<file path="config.mk">
export PLATFORM = sky130hd
export DESIGN_NAME = perf_event_counter
export DESIGN_NICKNAME = d
export VERILOG_FILES = /design/src/rtl/perf_event_counter.sv
export SDC_FILE = /design/constraint.sdc
export NUM_CORES = 1
export LEC_CHECK = 0
export ABC_AREA = 1
export BUFFER_PORTS_ARGS = -buffer_cell sky130_fd_sc_hd__buf_4
export CAP_MARGIN = 20
export CELL_PAD_IN_SITES_DETAIL_PLACEMENT = 1
export CELL_PAD_IN_SITES_GLOBAL_PLACEMENT = 1
export CORE_ASPECT_RATIO = 0.75
export CORE_MARGIN = 2
export CORE_UTILIZATION = 43
export DETAILED_ROUTE_END_ITERATION = 10
export GPL_ROUTABILITY_DRIVEN = 0
export PLACE_DENSITY_LB_ADDON = 0.1
export SLEW_MARGIN = 0
export SYNTH_ARGS = -nofsm -noshare
export SYNTH_HDL_FRONTEND = slang
export SYNTH_SLANG_ARGS = --single-unit
</file>
<file path="constraint.sdc">
create_clock -name clk_i -period 3.2 [get_ports clk_i]
set_clock_uncertainty 0.15 [all_clocks]
set_input_delay 0.16 -clock clk_i [delete_from_list [all_inputs] [get_ports clk_i]]
set_output_delay 0.16 -clock clk_i [all_outputs]
set_load 0.05 [all_outputs]
</file>
<file path="src/rtl/perf_event_counter.sv">
// perf_event_counter: run-cycle and per-event counters with a cycle budget,
// sticky overflow flags and a snapshot bank read back through a registered mux.
module perf_event_counter #(
  parameter int NUM_EVT    = 4,
  parameter int CNT_W      = 32,
  parameter int MAX_CYCLES = 64,
  parameter int SATURATE   = 1
) (
  input  logic                         clk_i,
  input  logic                         rst_i,
  input  logic                         start_i,
  input  logic                         clear_i,
  input  logic [NUM_EVT-1:0]           evt_i,
  input  logic                         snap_i,
  input  logic [$clog2(NUM_EVT+1)-1:0] rd_sel_i,
  output logic [CNT_W-1:0]             rd_data_o,
  output logic                         snap_valid_o,
  output logic                         running_o,
  output logic                         done_o,
  output logic [NUM_EVT:0]             ovf_o
);

  localparam int NUM_CNT = NUM_EVT + 1;
  localparam int SEL_W   = $clog2(NUM_EVT + 1);
  localparam logic [CNT_W-1:0] MAX_CNT  = CNT_W'(MAX_CYCLES);
  localparam logic [CNT_W-1:0] ALL_ONES = '1;

  if ((NUM_EVT < 1) || (NUM_EVT > 16)) begin : g_bad_num_evt
    $error("perf_event_counter: NUM_EVT must be in 1..16");
  end

  // The budget must be representable in a CNT_W-bit counter.
  if ((CNT_W < 63) && (64'(MAX_CYCLES) >= (64'd1 << CNT_W))) begin : g_bad_max_cycles
    $error("perf_event_counter: MAX_CYCLES does not fit in CNT_W bits");
  end

  typedef enum logic [1:0] {
    IDLE = 2'd0,
    RUN  = 2'd1,
    DONE = 2'd2
  } state_t;

  state_t           state;
  state_t           state_next;
  logic [CNT_W-1:0] cnt      [NUM_CNT];
  logic [CNT_W-1:0] cnt_next [NUM_CNT];
  logic [CNT_W-1:0] snap     [NUM_CNT];
  logic [NUM_EVT:0] inc;
  logic [NUM_EVT:0] ovf_next;
  logic [CNT_W-1:0] rd_mux;
  logic             budget_hit;

  // Slot 0 is the cycle counter; slot k counts event k-1.
  assign inc = (state == RUN) ? {evt_i, 1'b1} : '0;

  always_comb begin
    ovf_next = ovf_o;
    for (int k = 0; k < NUM_CNT; k++) begin
      cnt_next[k] = cnt[k];
      if (clear_i) begin
        cnt_next[k] = '0;
      end else if (inc[k]) begin
        if (cnt[k] == ALL_ONES) begin
          ovf_next[k] = 1'b1;
          cnt_next[k] = (SATURATE != 0) ? ALL_ONES : '0;
        end else begin
          cnt_next[k] = cnt[k] + CNT_W'(1);
        end
      end
    end
    if (clear_i) begin
      ovf_next = '0;
    end
  end

  // Budget exhaustion wins over a pause requested on the same edge.
  always_comb begin
    budget_hit = (MAX_CYCLES != 0) && !clear_i && (cnt_next[0] == MAX_CNT);
    state_next = state;
    unique case (state)
      IDLE: if (start_i && !clear_i) state_next = RUN;
      RUN: begin
        if (budget_hit)    state_next = DONE;
        else if (!start_i) state_next = IDLE;
      end
      DONE: if (clear_i) state_next = IDLE;
      default: state_next = IDLE;
    endcase
  end

  always_comb begin
    rd_mux = '0;
    for (int k = 0; k < NUM_CNT; k++) begin
      if (rd_sel_i == SEL_W'(k)) rd_mux = snap[k];
    end
  end

  // Snapshots take the pre-increment, pre-clear live values.
  always_ff @(posedge clk_i) begin
    if (!rst_i) begin
      state        <= IDLE;
      ovf_o        <= '0;
      snap_valid_o <= 1'b0;
      rd_data_o    <= '0;
      for (int k = 0; k < NUM_CNT; k++) begin
        cnt[k]  <= '0;
        snap[k] <= '0;
      end
    end else begin
      state        <= state_next;
      ovf_o        <= ovf_next;
      snap_valid_o <= snap_i;
      rd_data_o    <= rd_mux;
      for (int k = 0; k < NUM_CNT; k++) begin
        cnt[k] <= cnt_next[k];
        if (snap_i) snap[k] <= cnt[k];
      end
    end
  end

  assign running_o = (state == RUN);
  assign done_o    = (state == DONE);

endmodule

</file>
==> flow_metrics.env <==
export IMPL_syn2layout_area_growth_pct=14.5
export IMPL_synth_top_area_share_pct=28.7
export IMPL_synth_area_leaders="edfxtp_1, dfxtp_1, nand2_1"
export IMPL_synth_nets=2066
export IMPL_crit_fanout=13
export IMPL_initial_core_util_pct=43.6
export IMPL_synthArstFlopShare_pct=0
export IMPL_fin_area_um2=19100
export IMPL_clock_path_buffers=3
export IMPL_numClockSinks=360
export IMPL_ctsHtreeMaxLevel=2
export IMPL_p_per_area_nw_per_um2=520
export IMPL_finalWirelength_um=54200
export IMPL_synthCells=2049
export IMPL_grt_pass1_vias=14000
export IMPL_diodes=0
export IMPL_layout_drive_gt1_share_pct=9.49
export IMPL_synth_edff_count=160
export IMPL_grt_max_degree=127
export IMPL_worstMarginPinSlew_ps=842
export IMPL_criticalPathCategory="flip-flop to flip-flop"
export IMPL_grt_pass1_wl_um=82900
export IMPL_nNetsFinal=2127
export IMPL_synthTopCellsByCount="nand2_1, inv_1, nor2_1, dfxtp_1, edfxtp_1"
export IMPL_track_usage_pct=26.7
export IMPL_hold_viol=0
export IMPL_antenna_found_initial=0
export IMPL_critPathTopFamily="simple AND/OR/NAND/NOR gates"
export IMPL_firstDrtPassIters=5
export IMPL_ir_worst_vdd_v=0.000295
export IMPL_io_buffers=51
export IMPL_synth_area_um2=16700
export IMPL_grt_ovfl_total=0
export IMPL_drt_iter0_markers=1362
export IMPL_yosysWarnings=0
export IMPL_period_minus_slack_ps=2850
export IMPL_cts_tree="yes"
export IMPL_timing_fmax_ghz=0.351
export IMPL_hp_class="input pin to flip-flop"
export IMPL_insertion_delay_ps=540
export IMPL_slew_headroom_pct=43.8
export IMPL_rsz0062_at_grt="false"
export IMPL_power_w=0.00995
export IMPL_path_cells="inv_1, nand2_4, nor2_4, nand4_1, nor2_1, nand3_1, nor2_2, nand3b_1, nor2_2, inv_1, o21ai_0, a31oi_1"
export IMPL_dieWidth_um=232
export IMPL_required_ps=3440
export IMPL_viasPerCell=5.32
export IMPL_power_leakage_nw=6.88
export IMPL_place_area_um2=17700
export IMPL_dp_hpwl_um=39700
export IMPL_dieArea_um2=40500
export IMPL_ant_nets=0
export IMPL_yosysUniqueCellTypes=41
export IMPL_drc=0
export IMPL_path_buf_inv=2
export IMPL_finalCritPeriodShare_pct=89.0
export IMPL_vias=14100
export IMPL_clock_root_buffer="clkbuf_16"
export IMPL_cp_arrival_ps=3090
export IMPL_status="finished, final reports clean"
export IMPL_die_h_um=175
export IMPL_maxCapViolations=0
export IMPL_ys_ff_latch=360
export IMPL_cpMaxStageDelayCell="dfxtp_1"
export IMPL_rows=62
export IMPL_clk_pin_slew_worst_paths_ps=60
export IMPL_finalMaxSlewViolations=0
export IMPL_tns_ps=0
export IMPL_yosysTopAreaCell="edfxtp_1"
export IMPL_yosysMostFrequentCell="nand2_1"
export IMPL_ys_flop_type="dfxtp_1"
export IMPL_cts_buffers=39
export IMPL_synth_area_per_cell_um2=8.16
export IMPL_critPathMaxStageDelay_ps=370
export IMPL_critPathLaunchType="flip-flop"
export IMPL_finalSetupViolCount=0
export IMPL_core_area_um2=38300
export IMPL_critical_path_endpoint_type="flip-flop"
export IMPL_wire_per_inst_um=20.5
export IMPL_ys_seq_area_share_pct=52.7
export IMPL_boundaryPins=52
-- timing repair --
action                                  in CTS  in global routing
hold endpoints to repair                    21                  0
buffers inserted                             0                  3
resized for setup                            0                  2
hold buffers                                 8                  0
endpoints found under the setup margin       0                 18
-- stage by stage --
stage          hold slack, ps  utilization [%]  worst slack (ps)  cells
6_report                 79.5             50.0               353   2652
5_1_grt                   104             50.0               117   2652
4_1_cts                  62.7             49.9               223   2648
3_5_place_dp              295             46.3               274   2569
3_3_place_gp              292             46.3               391   2569
2_1_floorplan             180                -              80.6   2049
-- kinds of logic (layout without fill, tap and decap cells) --
| family | count (synthesis) | after routing | share of synthesized area [%] |
|---|---|---|---|
| xor+xnor | 71 | 71 | 3.72 |
| flops | 360 | 360 | 52.7 |
| buf+inv | 392 | 483 | 8.93 |
| compound gates | 306 | 306 | 9.99 |
| fa+ha+maj | 5 | 5 | 0.374 |
| simple gates | 915 | 915 | 24.3 |
-- where the power goes --
group,switching (W),internal (W),leakage [nW],total (W)
clock,0.00191,0.00274,0.631,0.00464
combinational,0.000299,0.0000906,2.83,0.000389
sequential,0.0000400,0.00488,3.42,0.00492
total,0.00224,0.00770,6.88,0.00995
-- sequential cells by signal (all words and copies together) (netlist names) --
signal and count:
cnt 160, ovf_o 5, rd_data_o 32, snap 160
snap_valid_o 1, state 2
-- tightest hold or removal path: stages --
cell and delay [ps]:
buf_4 90, nor3_2 30, buf_4 240, nand2_1 110, a31oi_1 70
-- final timing paths --
check,start,end,slack [ps],depth (start not counted)
hold / removal,rd_sel_i[1],rd_data_o[27],80,5
hold reg to reg,ovf_o[1],ovf_o[1],300,2
setup reg to reg,state[1],cnt[0][51],350,12
setup / recovery,state[1],cnt[0][51],350,12
-- cells in the final DEF, fill, tap and decap left out, types with 13 or more instances in the layout --
cell / synthesis / layout
buf_4: 2 / 72
nand2_1: 379 / 378
xor2_1: 71 / 71
a21oi_1: 158 / 158
nor2_2: 14 / 17
clkbuf_16: 0 / 41
nor4_1: 13 / 13
nor2_4: 13 / 13
nand4_1: 35 / 35
nand3_1: 94 / 94
nor2_1: 290 / 287
nor3_1: 45 / 44
dfxtp_1: 200 / 200
o22ai_1: 31 / 31
a31oi_1: 50 / 50
inv_1: 321 / 320
o21ai_0: 50 / 50
edfxtp_1: 160 / 160
-- layer usage --
layer	vias up	track usage (%)	wire, um
li1	6791	-	-
met1	6906	42.3	27500
met2	349	37.9	22600
met3	58	4.28	3160
met4	0	5.72	956
met5	-	0	0
-- cell type report --
class | count | area (um2)
tap | 512 | 641
timing repair buffer | 85 | 721
clock buffer | 52 | 1100
multi-input combinational | 1297 | 6440
clock inverter | 19 | 198
sequential | 360 | 8810
inverter | 326 | 1230
fill | 4595 | 19200
timing repair inverter | 1 | 7.51
Power figures use the tool's default switching activity.
